**src/rtl/muldiv_pkg.sv**
```systemverilog
// Shared types and codes for the MULT/DIV sequencer.
// State encoding, exception codes and operation select values.
package muldiv_pkg;

   typedef enum logic [2:0] {
      S_IDLE,
      S_START,
      S_WAIT,
      S_WRITE,
      S_DONE,
      S_EXC
   } state_t;

   localparam logic [1:0] EXC_NONE    = 2'd0;
   localparam logic [1:0] EXC_DIV0    = 2'd1;
   localparam logic [1:0] EXC_TIMEOUT = 2'd2;

   localparam logic OP_MULT = 1'b0;
   localparam logic OP_DIV  = 1'b1;

endpackage

```
**src/rtl/muldiv_timer.sv**
```systemverilog
// Clear/enable up-counter with terminal-count compare against a runtime limit.
// Holds at the limit, so it never wraps.
module muldiv_timer #(
   parameter int W = 6
) (
   input  logic         i_clk,
   input  logic         i_rst,
   input  logic         i_clr,
   input  logic         i_en,
   input  logic [W-1:0] i_limit,
   output logic         o_tc
);

   logic [W-1:0] r_cnt;

   assign o_tc = (r_cnt == i_limit);

   always_ff @(posedge i_clk or posedge i_rst) begin
      if (i_rst) begin
         r_cnt <= '0;
      end else if (i_clr) begin
         r_cnt <= '0;
      end else if (i_en && !o_tc) begin
         r_cnt <= r_cnt + W'(1);
      end
   end

endmodule

```
**src/rtl/muldiv_sequencer.sv**
```systemverilog
// Sequences the shared multiplier/divisor: start pulse, wait for fim,
// then load HI/LO or raise a divide-by-zero / timeout exception.
module muldiv_sequencer
   import muldiv_pkg::*;
#(
   parameter int START_HOLD     = 1,
   parameter int TIMEOUT_CYCLES = 64
) (
   input  logic       clock,
   input  logic       reset,
   input  logic       req,
   input  logic       req_div,
   input  logic       abort,
   input  logic       mult_fim,
   input  logic       div_fim,
   input  logic       div_by_zero,
   output logic       mult_start,
   output logic       div_start,
   output logic       hi_sel,
   output logic       lo_sel,
   output logic       hi_write,
   output logic       lo_write,
   output logic       busy,
   output logic       done,
   output logic       exc,
   output logic [1:0] exc_code
);

   localparam int TW_T = $clog2(TIMEOUT_CYCLES);
   localparam int TW_S = (START_HOLD > 1) ? $clog2(START_HOLD) : 1;
   localparam int TW   = (TW_T > TW_S) ? TW_T : TW_S;

   localparam logic [TW-1:0] LIM_START = TW'(START_HOLD - 1);
   localparam logic [TW-1:0] LIM_WAIT  = TW'(TIMEOUT_CYCLES - 1);

   state_t          r_state;
   state_t          w_next;
   logic            r_op;
   logic [1:0]      r_code;
   logic [1:0]      w_code;
   logic            w_fim;
   logic            w_tc;
   logic            w_tmr_clr;
   logic            w_tmr_en;
   logic [TW-1:0]   w_limit;

   // One counter serves both the start-hold and the wait timeout.
   assign w_tmr_clr = (w_next != r_state);
   assign w_tmr_en  = (r_state == S_START) || (r_state == S_WAIT);
   assign w_limit   = (r_state == S_START) ? LIM_START : LIM_WAIT;
   assign w_fim     = (r_op == OP_DIV) ? div_fim : mult_fim;

   muldiv_timer #(
      .W(TW)
   ) u_timer (
      .i_clk   (clock),
      .i_rst   (reset),
      .i_clr   (w_tmr_clr),
      .i_en    (w_tmr_en),
      .i_limit (w_limit),
      .o_tc    (w_tc)
   );

   always_ff @(posedge clock or posedge reset) begin
      if (reset) begin
         r_state <= S_IDLE;
         r_op    <= OP_MULT;
         r_code  <= EXC_NONE;
      end else begin
         r_state <= w_next;
         r_code  <= w_code;
         if (r_state == S_IDLE && w_next == S_START) begin
            r_op <= req_div;
         end
      end
   end

   always_comb begin
      w_next = r_state;
      w_code = EXC_NONE;
      unique case (r_state)
         S_IDLE: begin
            if (req && !abort) w_next = S_START;
         end
         S_START: begin
            if (abort)     w_next = S_IDLE;
            else if (w_tc) w_next = S_WAIT;
         end
         S_WAIT: begin
            if (abort) begin
               w_next = S_IDLE;
            end else if (r_op == OP_DIV && div_by_zero) begin
               w_next = S_EXC;
               w_code = EXC_DIV0;
            end else if (w_fim) begin
               w_next = S_WRITE;
            end else if (w_tc) begin
               w_next = S_EXC;
               w_code = EXC_TIMEOUT;
            end
         end
         S_WRITE: w_next = abort ? S_IDLE : S_DONE;
         S_DONE:  w_next = S_IDLE;
         S_EXC:   w_next = S_IDLE;
         default: w_next = S_IDLE;
      endcase
   end

   always_comb begin
      mult_start = 1'b0;
      div_start  = 1'b0;
      hi_sel     = 1'b0;
      lo_sel     = 1'b0;
      hi_write   = 1'b0;
      lo_write   = 1'b0;
      done       = 1'b0;
      exc        = 1'b0;
      exc_code   = EXC_NONE;
      busy       = (r_state != S_IDLE);
      unique case (r_state)
         S_START: begin
            mult_start = (r_op == OP_MULT);
            div_start  = (r_op == OP_DIV);
            hi_sel     = r_op;
            lo_sel     = r_op;
         end
         S_WAIT: begin
            hi_sel = r_op;
            lo_sel = r_op;
         end
         S_WRITE: begin
            hi_sel   = r_op;
            lo_sel   = r_op;
            hi_write = 1'b1;
            lo_write = 1'b1;
         end
         S_DONE: begin
            hi_sel = r_op;
            lo_sel = r_op;
            done   = 1'b1;
         end
         S_EXC: begin
            exc      = 1'b1;
            exc_code = r_code;
         end
         default: ;
      endcase
   end

endmodule

```
**config.mk**
```make
export PLATFORM = sky130hd
export DESIGN_NAME = muldiv_sequencer
export DESIGN_NICKNAME = d
export VERILOG_FILES = /design/src/rtl/muldiv_pkg.sv /design/src/rtl/muldiv_timer.sv /design/src/rtl/muldiv_sequencer.sv
export SDC_FILE = /design/constraint.sdc
export NUM_CORES = 1
export LEC_CHECK = 0
export CAP_MARGIN = 5
export CORE_ASPECT_RATIO = 0.9
export CORE_MARGIN = 4
export CORE_UTILIZATION = 51
export CTS_BUF_LIST = sky130_fd_sc_hd__clkbuf_4 sky130_fd_sc_hd__clkbuf_8
export DETAILED_ROUTE_END_ITERATION = 6
export PLACE_DENSITY = 0.83
export SKIP_CTS_REPAIR_TIMING = 1
export SLEW_MARGIN = 10
export SYNTH_ARGS = -nofsm -noshare
export SYNTH_HDL_FRONTEND = slang
export SYNTH_HIERARCHICAL = 1
export SYNTH_SLANG_ARGS = --single-unit
```
**constraint.sdc**
```tcl
create_clock -name clock -period 9.8 [get_ports clock]
set_input_delay 1.96 -clock clock [delete_from_list [all_inputs] [get_ports clock]]
set_output_delay 1.96 -clock clock [all_outputs]
set_load 0.005 [all_outputs]
```
Yosys cells after proc, flatten, opt, wreduce, memory -nomap -nowiden
Index checks and enable logic that the tools add are counted.

Bits of input ports: 8. Word-level logic and storage cells: 50. Bits in registers: 12.

Reduce and logical (&&, ||, !) cells: 11. $add $sub $neg: 1. Eq/ne operators: 8. Bitwise operators: 1. Mux-type cells: 25.

Operators with widths (count): two-way mux 3 bit (8); two-way mux 6 bit (3); two-way mux 2 bit (6); case mux 3 bit (4 select lines) (1); two-way mux 1 bit (7); adder 6 x 1 -> 6 bit, second input constant (1); == test 3 x 1 -> 1 bit, second input constant (2); == test 3 x 2 -> 1 bit, second input constant (2); == test 3 bit, second input constant (2); == test 6 bit (1); logical AND 1 bit (4); OR reduction 4 bit (1); logical NOT 3 bit (1); inequality test 3 bit (1); nonzero test 3 bit (1); logical NOT 1 bit (2); nonzero test 2 bit (1); logical OR 1 bit (1); inverter 1 bit (1).

Longest topological paths before layout
Gate-level depths: netlist of the first run.

Depth after elaboration: 10. Mapped depth: 15. Depth with buffers taken out: 13.

Cells and area by module
Netlist of the first run, hierarchy kept.

Modules (own cells, without submodules): muldiv_sequencer (area each 475.5 um^2, cells an instance 63, times used 1); muldiv_timer (area each 439.2 um^2, cells an instance 47, times used 1).

Least setup slack after synthesis of the first run
Ideal clock, no wire load.

Path type: input to register. Start: in div_fim. End: reg u_timer.r_cnt[2]. Path buffers: 1. Setup slack: 6271 ps. Stages: 7. Data arrival time: 3462 ps. Setup time: 67 ps. Path through: nor4b_2 -> nor4_1 -> a211o_1 -> a211o_1 -> clkbuf_1 -> a2111oi_0 -> a311o_1.

Cells in the longest elaborated chain, start to end: 7. Elaborated cells between the ends (all ways): 8. Those cells by class: 1 x eq/ne; 6 x mux; 1 x reduce/logical.

RTL lines: start: declaration (RTL line muldiv_sequencer.sv:15) `input logic div_fim,`; two-way mux 1 bit (*) (RTL line muldiv_sequencer.sv:51) `assign w_fim = (r_op == OP_DIV) ? div_fim : mult_fim;`; two-way mux 3 bit (*) (RTL line muldiv_sequencer.sv:95) `end else if (w_fim) begin`; two-way mux 3 bit (*) (RTL line muldiv_sequencer.sv:92) `end else if (r_op == OP_DIV && div_by_zero) begin`; two-way mux 3 bit (*) (RTL line muldiv_sequencer.sv:90) `if (abort) begin`; case mux 3 bit (4 select lines) (*) (RTL line muldiv_sequencer.sv:81) `unique case (r_state)`; inequality test 3 bit (*) (RTL line muldiv_sequencer.sv:48) `assign w_tmr_clr = (w_next != r_state);`; named net w_tmr_clr (RTL line muldiv_sequencer.sv:43) `logic w_tmr_clr;`; two-way mux 6 bit / nonzero test 2 bit (equally long branches); end signal: assignment (RTL line muldiv_timer.sv:24) `r_cnt <= r_cnt + W'(1);`; end: declaration (RTL line muldiv_timer.sv:14) `logic [W-1:0] r_cnt;`.

The timed path passes the listed nets; every way through them passes the cells marked *. A chain may end at the register's enable or synchronous reset.

Worst setup path after layout of the first run
Start: reg r_state[2]. End: out mult_start.

Cells in the longest elaborated chain, start to end: 2.

RTL lines: start: declaration (RTL line muldiv_sequencer.sv:36) `state_t r_state;`; start signal: assignment (RTL line muldiv_sequencer.sv:70) `r_state <= w_next;`; == test 3 x 1 -> 1 bit (RTL line muldiv_sequencer.sv:120) `unique case (r_state)`; two-way mux 1 bit (RTL line muldiv_sequencer.sv:120); end: declaration (RTL line muldiv_sequencer.sv:17) `output logic mult_start,`.

Every way passes these cells.

==> flow_summary_export.csv, run 1 <==
group,metric,value,unit
status,status,"completed",
synth,synth_seq_cells,12,
synth,synth_top_flop_cell,"dfrtp_1",
worst_setup_path,cp_data_arrival_time,1.97,ns
synth,synth_area,915,um2
detailed_routing,drtPass1Iterations,4,
timing,skew,0.00636,ns
run,drv_cap,0,
cts,cts_buffer_depth,2,
timing,max_freq,254,MHz
worst_setup_path,critPathMostFrequentCell,"nor2_1",
cts,root_buffer,"clkbuf_4",
timing,final-max-slew-violation-count,0,
worst_setup_path,crit_path_top_delay_cell,"clkdlybuf4s50_1",
finish,seq_area,300,um2
synth,yosys.area_share.simple,30.9,%
cts,cts.sinks,12,
cts,cts.clk_slew.worst_paths,0.06,ns
finish,area_growth,20.7,%
pwr,power_density,108,mW/mm2
place,place_hpwl,1.58,mm
synth,syn_inst,110,
worst_setup_path,path_depth,4,
synth,ys_warn_count,6,
finish,drive_gt1_share,8.87,%
global_routing,grt_max_degree,13,
worst_setup_path,timing.critical_path.buf_inv,1,
detailed_routing,drtAntennaViolNets,0,
worst_setup_path,criticalPathCategory,"reg2out",
detailed_routing,drt-initial-drc-count,28,
finish,fin_nets,135,
finish,multi_input_area,544,um2
die,core,0.00168,mm2
finish,fill_cells,141,
synth,synthDominantCellAreaShare,32.8,%
synth,syn-num-nets,119,
die,die-width,52.6,um
worst_setup_path,max_stage_delay,0.51,ns
cts,clkLatencyLatePin,0.26,ns
worst_setup_path,reg2regPathDepth,13,
synth,ys_async_sr_fraction,100,%
timing,worst_slew_pin_slew,0.414,ns
cts,cts_inserted_buffers,3,
die,rows,14,
finish,final_area,0.00110,mm2
synth,yosysMostFrequentCell,"nor2_1",
die,die-area,0.00254,mm2
detailed_routing,viasPerCell,5.61,
detailed_routing,drc,0,
synth,yosysTopAreaCell,"dfrtp_1",
worst_setup_path,required,7.84,ns
synth,synth_compound_area_share,14.2,%
synth,ys_top_cells_by_count,"nor2_1 (14), dfrtp_1 (12), nand2_1 (9)",
worst_setup_path,path_cells,"nor2_1 > nand2_1 > nor2_1 > clkdlybuf4s50_1",
timing,layout_min_cycle_time,3.93,ns
place,port_buffers,18,
finish,antenna_cells,0,
timing,rsz0062_at_grt,"no",
cts,cts_tree,"yes",
finish,utilization,65.6,%
worst_hold_path,hp-class,"reg2reg",
worst_setup_path,endpoint_kind,"primary output",
synth,synth-edff-count,0,
worst_setup_path,critPathTopFamily,"simple AND/OR/NAND/NOR gates",
place,placed_area,0.00108,mm2
synth,avgSynthCellArea,8.31,um2
timing,finalSetupViolations,0,
global_routing,grt_overflow,0,
synth,synth.area.mux_share,7.25,%
timing,relSlewSlack,71.7,%
detailed_routing,wirelength,1.92,mm
detailed_routing,vias,831,
worst_hold_path,hold_depth,2,
timing,finalHoldViolCount,0,
global_routing,grt_pass1_vias,714,
pwr,p_leak,0.507,nW
synth,synth_cell_type_count,34,
die,ios,19,
synth,synth_fa_ha_area_share,1.37,%
worst_setup_path,critPathMaxFanout,12,
synth,ys_seq_area_share,32.8,%
synth,synth_top_family_by_area,"simple AND/OR/NAND/NOR gates",
die,start_util,54.4,%
global_routing,grtUsageTotal,17.1,%
global_routing,antenna_found_initial,0,
place,gp_congestion,0.856,
pwr,peakVddDrop,0.106,mV
detailed_routing,routedWlPerCell,13.0,um
synth,yosys-top-cells-area,"dfrtp_1 (33%), mux2_2 (6.2%), nor2_1 (5.7%)",
timing,fin_crit_sh,40.1,%
die,die_h,48.2,um
global_routing,grt_pass1_wl,3.17,mm
synth,synthXorXnorAreaFrac,5.75,%
timing,finalSetupTns,0,ns
worst_setup_path,cp-start-kind,"register",
cts,cts_max_level,1,
## placed cells by master (no fill, tap or decap), types with 2 or more instances in the layout
master | synthesis | routed
clkdlybuf4s50_1 | 0 | 18
o21ai_0 | 3 | 3
nor2b_1 | 6 | 6
nand2b_1 | 3 | 3
a31oi_1 | 2 | 2
and2_1 | 3 | 3
nor3_1 | 2 | 2
nor2_1 | 14 | 14
and3_1 | 6 | 6
a21oi_1 | 6 | 6
a211o_1 | 2 | 2
nand4_1 | 3 | 3
inv_1 | 6 | 6
a22oi_1 | 2 | 2
nand2_1 | 9 | 9
dfrtp_1 | 12 | 12
xor2_1 | 6 | 6
clkbuf_4 | 0 | 3
mux2_2 | 5 | 5
## worst paths after layout
path	from	to	slack [ns]
max	r_state[2]$_DFF_PP0_	mult_start	5.87
min	u_timer/r_cnt[1]$_DFFE_PP0P_	u_timer/r_cnt[1]$_DFFE_PP0P_	0.66
max reg2reg	r_state[2]$_DFF_PP0_	u_timer/r_cnt[2]$_DFFE_PP0P_	6.18
min reg2reg	u_timer/r_cnt[1]$_DFFE_PP0P_	u_timer/r_cnt[1]$_DFFE_PP0P_	0.66
max in group asynchronous	reset	u_timer/r_cnt[1]$_DFFE_PP0P_	7.66
min in group asynchronous	reset	r_state[0]$_DFF_PP0_	1.93
## power by group
part / total, mW / switching [mW] / leakage (nW) / internal, mW
Sequential: 0.0589 / 0.00620 / 0.163 / 0.0527
Combinational: 0.0331 / 0.0172 / 0.331 / 0.0159
Clock: 0.0273 / 0.0132 / 0.0138 / 0.0141
Total: 0.119 / 0.0366 / 0.507 / 0.0827
## routing by layer
metal | wire [um] | part of all wire, % | track usage (%)
met3 | 140 | 7.3 | 1.83
met4 | 15 | 0.78 | 8.67
met1 | 881 | 46 | 23.4
met2 | 882 | 46 | 27.2
met5 | 0 | 0 | 0
## cells by family (layout without fill, tap and decap cells)
kind of cell | count (synthesis) | after routing
fa+ha+maj | 1 | 1
mux | 6 | 6
simple gates | 51 | 51
flops | 12 | 12
compound gates | 20 | 20
xor+xnor | 6 | 6
buf+inv | 14 | 28
## metrics by stage
step	hold WS, ns	power (mW)	instances	worst slack (ns)
after floorplan	0.563	0.0812	110	6.27
after global placement	0.600	0.0908	145	5.79
after detailed placement	0.651	0.0928	145	5.66
after CTS	0.661	0.122	148	5.85
after global routing	0.707	0.128	148	5.69
final	0.657	0.119	148	5.87
## tightest hold or removal path, cell delays in order (launching register included)
cell,delay (ns)
dfrtp_1,0.44
nand2_1,0.10
mux2i_1,0.08
## area by class of cell
cell class	instances	share of cell area (%)
sequential	12	27.2
tap	24	2.72
clock buffer	3	2.04
inverter	7	2.38
timing repair buffer	18	16.3
multi-input combinational	84	49.3
## sequential cells by signal, summed over array words and instances (netlist names)
register,cells
r_op,1
r_code,2
r_state,3
u_timer/r_cnt,6
No activity file was read; power rests on OpenSTA's default activity.
==> run 2: changes to the inputs <==
==> constraint.sdc (replaced) <==
create_clock -name clock -period 4.05 [get_ports clock]
set_input_delay 0.81 -clock clock [delete_from_list [all_inputs] [get_ports clock]]
set_output_delay 0.81 -clock clock [all_outputs]
set_load 0.005 [all_outputs]
==> run 2 against run 1 <==
Final cell count did not move. Global-route usage increased by 0.12 points. Worst setup slack got worse by 5.5 ns. Sequential power rose by 140%. Clock skew shrank 0.0029 ns. First-iteration DRC count increased by 64%. Non-clock buffer count unchanged. Die area unchanged. Hold slack worse by 0.012 ns.
==> flow_summary_export.csv, run 2 (same netlist as run 1, synthesis figures left out) <==
group,metric,value,unit
worst_setup_path,endpoint_kind,"register",
global_routing,grt_overflow,0,
die,die-area,0.00254,mm2
detailed_routing,viasPerCell,5.59,
detailed_routing,drtAntennaViolNets,0,
worst_hold_path,hp-class,"reg2reg",
timing,skew,0.00349,ns
worst_setup_path,rrSetupSlack,0.41,ns
detailed_routing,drt-initial-drc-count,46,
place,place_hpwl,1.47,mm
worst_setup_path,timing.rr.end,"u_timer/r_cnt[2]$_DFFE_PP0P_",
place,port_buffers,18,
finish,multi_input_area,544,um2
pwr,power_density,268,mW/mm2
die,rows,14,
pwr,clock_power_share,25.4,%
pwr,swShare,32.4,%
pwr,p_comb_share,26.4,%
detailed_routing,wirelength,1.90,mm
worst_setup_path,criticalPathCategory,"reg2reg",
cts,clkLatencyLatePin,0.28,ns
status,status,"completed",
cts,cts_buffer_depth,2,
worst_setup_path,cp-start-kind,"register",
detailed_routing,vias,827,
die,start_util,54.4,%
worst_setup_path,path_cells,"nor2_1 > nand2_1 > xor2_1 > nor4_4 > and2_1 > nor4b_2 > nor4_1 > a211o_1 > a211o_1 > inv_1 > nand2_1 > a21oi_1 > a311o_1",
timing,worst_slew_pin_slew,0.432,ns
die,core,0.00168,mm2
finish,antenna_cells,0,
worst_hold_path,hold_depth,2,
detailed_routing,drc,0,
pwr,seqPwrFrac,48.2,%
cts,cts_inserted_buffers,3,
place,gp_congestion,0.909,
worst_setup_path,critPathMaxFanout,12,
global_routing,grtUsageTotal,17.2,%
worst_setup_path,cp_data_arrival_time,3.79,ns
pwr,power.internal,0.200,mW
finish,stdcell_count,148,
timing,layout_min_cycle_time,3.64,ns
cts,cts_max_level,1,
place,place_inst,145,
worst_setup_path,critPathTopFamily,"simple AND/OR/NAND/NOR gates",
place,placed_area,0.00108,mm2
pwr,p_leak,0.507,nW
finish,regMostFlops,"u_timer/r_cnt",
finish,fill_cells,155,
worst_setup_path,reg2regPathDepth,13,
timing,relSlewSlack,71.2,%
finish,top_regs,"u_timer/r_cnt x6, r_state x3, r_code x2",
timing,finalSetupViolations,0,
finish,largest_reg_flops,6,
timing,fin_crit_sh,89.8,%
worst_hold_path,hold_start,"u_timer/r_cnt[1]$_DFFE_PP0P_",
timing,final-max-slew-violation-count,0,
worst_setup_path,timing.critical_path.buf_inv,1,
place,pre_cts_slack,0.443,ns
timing,setup_ws,0.413,ns
die,die_h,48.2,um
cts,root_buffer,"clkbuf_4",
finish,final_common_cell,"clkdlybuf4s50_1",
cts,cts_tree,"yes",
worst_setup_path,required,4.21,ns
finish,fin_nets,135,
cts,cts.sinks,12,
timing,finalHoldViolCount,0,
timing,rsz0062_at_grt,"no",
worst_hold_path,min_to,"u_timer/r_cnt[1]$_DFFE_PP0P_",
die,die-width,52.6,um
detailed_routing,drtPass1Iterations,4,
timing,finalSetupTns,0,ns
run,drv_cap,0,
finish,drive_gt1_share,8.87,%
finish,utilization,65.6,%
detailed_routing,routedWlPerCell,12.8,um
global_routing,antenna_found_initial,0,
pwr,switching_power,0.0959,mW
worst_setup_path,crit_path_top_delay_cell,"dfrtp_1",
finish,area_growth,20.7,%
worst_setup_path,r2r_start,"r_state[2]$_DFF_PP0_",
finish,final_cell_mix,"clkdlybuf4s50_1 (18), nor2_1 (14), dfrtp_1 (12)",
global_routing,grt_pass1_wl,3.17,mm
pwr,peakVddDrop,0.218,mV
cts,cts.clk_slew.worst_paths,0.08,ns
worst_setup_path,max_stage_delay,0.50,ns
timing,max_freq,275,MHz
finish,final_area,0.00110,mm2
global_routing,grt_max_degree,13,
die,ios,19,
finish,seq_area,300,um2
global_routing,grt_pass1_vias,730,
-- run 2: layer usage --
metal | GRT usage, % | routed length, um | share of wire (%) | vias up
met5 | 0 | 0 | 0 | -
met4 | 6.12 | 27 | 1.4 | 0
met3 | 4.59 | 128 | 6.7 | 5
met2 | 27.5 | 852 | 45 | 30
met1 | 22.8 | 889 | 47 | 382
li1 | - | - | - | 410
-- run 2: per-stage QoR --
step                hold WS (ns)  total power [mW]
floorplan                  0.563             0.197
global placement           0.613             0.220
detailed placement         0.633             0.223
CTS                        0.644             0.297
global route               0.686             0.313
finish                     0.645             0.296
-- run 2: cell type report --
class                   instances  area share [%]
multi-input cells              84            49.3
flip-flops and latches         12            27.2
repair buffers                 18            16.3
well taps                      24            2.72
inverters                       7            2.38
clock buffers                   3            2.04
-- run 2: worst max-delay path by stage --
stage | startpoint | end | slack, ns | cells past startpoint
4_1_cts | r_state[2]$_DFF_PP0_ | u_timer/r_cnt[2]$_DFFE_PP0P_ | 0.43 | 13
2_1_floorplan | r_state[1]$_DFF_PP0_ | u_timer/r_cnt[2]$_DFFE_PP0P_ | 0.86 | 15
5_1_grt | r_state[2]$_DFF_PP0_ | u_timer/r_cnt[2]$_DFFE_PP0P_ | 0.13 | 13
3_5_place_dp | r_state[2]$_DFF_PP0_ | u_timer/r_cnt[2]$_DFFE_PP0P_ | 0.44 | 13
6_report | r_state[2]$_DFF_PP0_ | u_timer/r_cnt[2]$_DFFE_PP0P_ | 0.41 | 13
3_3_place_gp | r_state[2]$_DFF_PP0_ | u_timer/r_cnt[2]$_DFFE_PP0P_ | 0.56 | 13
-- run 2: power groups by stage --
stage / clock, mW / sequential [mW] / combinational (mW)
detailed placement: 0 / 0.145 / 0.0783
global placement: 0 / 0.145 / 0.0755
floorplan: 0 / 0.136 / 0.0600
CTS: 0.0753 / 0.143 / 0.0785
finish: 0.0751 / 0.143 / 0.0782
global route: 0.0799 / 0.146 / 0.0877
-- run 2: worst min-delay path: cells and delay by family, from the launching register on --
kind             cells  cell delay, ns
flip-flops           1            0.45
AND/OR/NAND/NOR      1            0.10
multiplexers         1            0.06
==> run 3: changes to the inputs <==
--- a/config.mk
+++ b/config.mk
@@ -5,16 +5,16 @@
 export SDC_FILE = /design/constraint.sdc
 export NUM_CORES = 1
 export LEC_CHECK = 0
+export ABC_CLOCK_PERIOD_IN_PS = 4050
 export CAP_MARGIN = 5
 export CORE_ASPECT_RATIO = 0.9
 export CORE_MARGIN = 4
 export CORE_UTILIZATION = 51
 export CTS_BUF_LIST = sky130_fd_sc_hd__clkbuf_4 sky130_fd_sc_hd__clkbuf_8
 export DETAILED_ROUTE_END_ITERATION = 6
-export PLACE_DENSITY = 0.83
+export PLACE_DENSITY = 0.84
 export SKIP_CTS_REPAIR_TIMING = 1
 export SLEW_MARGIN = 10
 export SYNTH_ARGS = -nofsm -noshare
 export SYNTH_HDL_FRONTEND = slang
-export SYNTH_HIERARCHICAL = 1
 export SYNTH_SLANG_ARGS = --single-unit
==> run 3 against run 2 <==
First-iteration DRC count decreased by 43%. Area after synthesis decreased by 6.3%. Maximum frequency up 32%. Wire length fell by 5.8%. Synthesized cell count shrank 12%. Critical path depth shrank 10. Total power grew 67%. Largest cell class unchanged. Clock power grew 27%.
==> flow_summary_export.csv, run 3 <==
group,metric,value,unit
status,status,"completed",
detailed_routing,viasPerCell,5.67,
place,port_buffers,18,
detailed_routing,vias,754,
worst_setup_path,required,3.24,ns
synth,ys_warn_count,0,
finish,utilization,70.0,%
cts,root_buffer,"clkbuf_4",
worst_setup_path,rrSetupSlack,2.12,ns
detailed_routing,top_layer_used,"met4",
cts,cts_max_level,1,
detailed_routing,drtAntennaViolNets,0,
synth,synth-edff-count,0,
worst_hold_path,hold_depth,2,
timing,finalSetupTns,0,ns
pwr,peakVddDrop,0.345,mV
detailed_routing,routedWlPerCell,13.4,um
pwr,total_power,0.495,mW
finish,regMostFlops,"u_timer.r_cnt",
detailed_routing,wirelength,1.79,mm
detailed_routing,wirelength_met1,781,um
synth,synthDominantCellAreaShare,35.0,%
worst_setup_path,cp-start-kind,"register",
global_routing,grt_max_degree,20,
worst_setup_path,timing.rr.end,"u_timer.r_cnt[4]$_DFFE_PP0P_",
worst_hold_path,hp-class,"reg2reg",
die,rows,13,
finish,final_cell_mix,"clkdlybuf4s50_1 (18), nor2_1 (13), dfrtp_1 (12)",
synth,ys_top_cells_by_count,"nor2_1 (13), dfrtp_1 (12), nand2_1 (7)",
synth,yosysTopAreaCell,"dfrtp_1",
detailed_routing,drt-initial-drc-count,26,
synth,ys_async_sr_fraction,100,%
cts,cts.sinks,12,
pwr,p_leak,0.438,nW
place,gp_congestion,0.842,
run,drv_cap,0,
timing,finalSetupViolations,0,
worst_setup_path,r2r_start,"r_state[0]$_DFF_PP0_",
cts,cts_inserted_buffers,3,
synth,synth_seq_cells,12,
place,place_inst,129,
die,core,0.00151,mm2
timing,final-max-slew-violation-count,0,
worst_setup_path,endpoint_kind,"primary output",
worst_hold_path,min_to,"u_timer.r_cnt[4]$_DFFE_PP0P_",
global_routing,grtUsageTotal,16.9,%
detailed_routing,wl_met2,836,um
global_routing,grt_pass1_wl,2.96,mm
cts,clkLatencyLatePin,0.27,ns
finish,antenna_cells,0,
place,place_hpwl,1.31,mm
detailed_routing,drtPass1Iterations,4,
synth,syn-num-nets,106,
worst_setup_path,criticalPathCategory,"reg2out",
global_routing,grt_pass1_vias,670,
worst_setup_path,reg2regPathDepth,5,
synth,yosys-top-cells-area,"dfrtp_1 (35%), nor2_1 (5.7%), xnor2_1 (4.1%)",
synth,yosysMostFrequentCell,"nor2_1",
finish,drive_gt1_share,11.7,%
timing,fin_crit_sh,68.2,%
timing,relSlewSlack,65.6,%
finish,fin_nets,121,
global_routing,grt_overflow,0,
finish,area_growth,23.5,%
timing,max_freq,362,MHz
synth,synth_top_flop_cell,"dfrtp_1",
finish,stdcell_count,133,
die,ios,19,
synth,ys_seq_area_share,35.0,%
timing,rsz0062_at_grt,"no",
timing,layout_min_cycle_time,2.76,ns
cts,cts_buffer_depth,2,
finish,largest_reg_flops,6,
worst_hold_path,hold_start,"u_timer.r_cnt[4]$_DFFE_PP0P_",
timing,skew,0.00308,ns
timing,finalHoldViolCount,0,
synth,syn_inst,97,
synth,avgSynthCellArea,8.84,um2
die,die_h,46.9,um
die,die-width,51.2,um
synth,synth_cell_type_count,41,
synth,synth_area,857,um2
cts,cts_tree,"yes",
detailed_routing,routed-wl-met3,162,um
pwr,power_density,468,mW/mm2
global_routing,antenna_found_initial,0,
worst_setup_path,critPathMaxFanout,19,
worst_setup_path,cp_data_arrival_time,1.95,ns
die,start_util,56.7,%
timing,worst_slew_pin_slew,0.517,ns
detailed_routing,drc,0,
cts,cts.clk_slew.worst_paths,0.07,ns
finish,top_regs,"u_timer.r_cnt x6, r_state x3, r_code x2",
finish,final_common_cell,"clkdlybuf4s50_1",
timing,hold_ws,0.619,ns
die,die-area,0.00240,mm2
run 3: where the power goes:
part / internal (mW) / switching (mW) / leakage [nW]
clock network: 0.0547 / 0.0405 / 0.0210
logic: 0.122 / 0.0905 / 0.253
registers: 0.135 / 0.0523 / 0.163
total: 0.312 / 0.183 / 0.438
run 3: how the worst max path moves through the flow:
stage	from	end	slack [ns]	cells past startpoint
after floorplan	r_state[0]$_DFF_PP0_	lo_sel	2.01	4
after global placement	req	u_timer.r_cnt[4]$_DFFE_PP0P_	1.59	6
after detailed placement	req	u_timer.r_cnt[4]$_DFFE_PP0P_	1.56	6
after CTS	r_state[0]$_DFF_PP0_	hi_sel	1.27	3
after global routing	r_state[0]$_DFF_PP0_	hi_sel	1.17	3
final	r_state[0]$_DFF_PP0_	hi_sel	1.29	3
run 3: cell type report:
| class | count | area, um2 |
|---|---|---|
| Sequential cell | 12 | 300 |
| Timing Repair Buffer | 18 | 180 |
| Inverter | 3 | 11.3 |
| Fill cell | 120 | 454 |
| Clock buffer | 4 | 36.3 |
| Multi-Input combinational cell | 74 | 503 |
| Tap cell | 22 | 27.5 |
run 3: kinds of logic after synthesis:
group	after synthesis	synth area share, %
xor gates and xnor gates	4	4.09
AOI/OAI and AO/OA	19	16.5
adders and majority gates	1	1.46
buffers and inverters	11	6.28
and+or+nand+nor	45	30.1
DFF	12	35.0
muxes	5	6.57
run 3: worst max-delay path, stage by stage (launching register included):
cell,delay (ns)
dfrtp_1,0.57
or3_1,0.47
and3_1,0.19
clkdlybuf4s50_1,0.45
run 3: metal layers:
| layer | global-route usage [%] | vias to the layer above |
|---|---|---|
| met3 | 5.71 | 2 |
| met1 | 22.7 | 340 |
| met5 | 0 | - |
| met4 | 3.14 | 0 |
| li1 | - | 368 |
| met2 | 27.5 | 44 |
run 3: stage by stage:
stage               instance area [um2]  setup WS [ns]
global route                       1060           1.17
detailed placement                 1020           1.56
floorplan                           857           2.01
global placement                   1020           1.59
finish                             1060           1.29
CTS                                1060           1.27
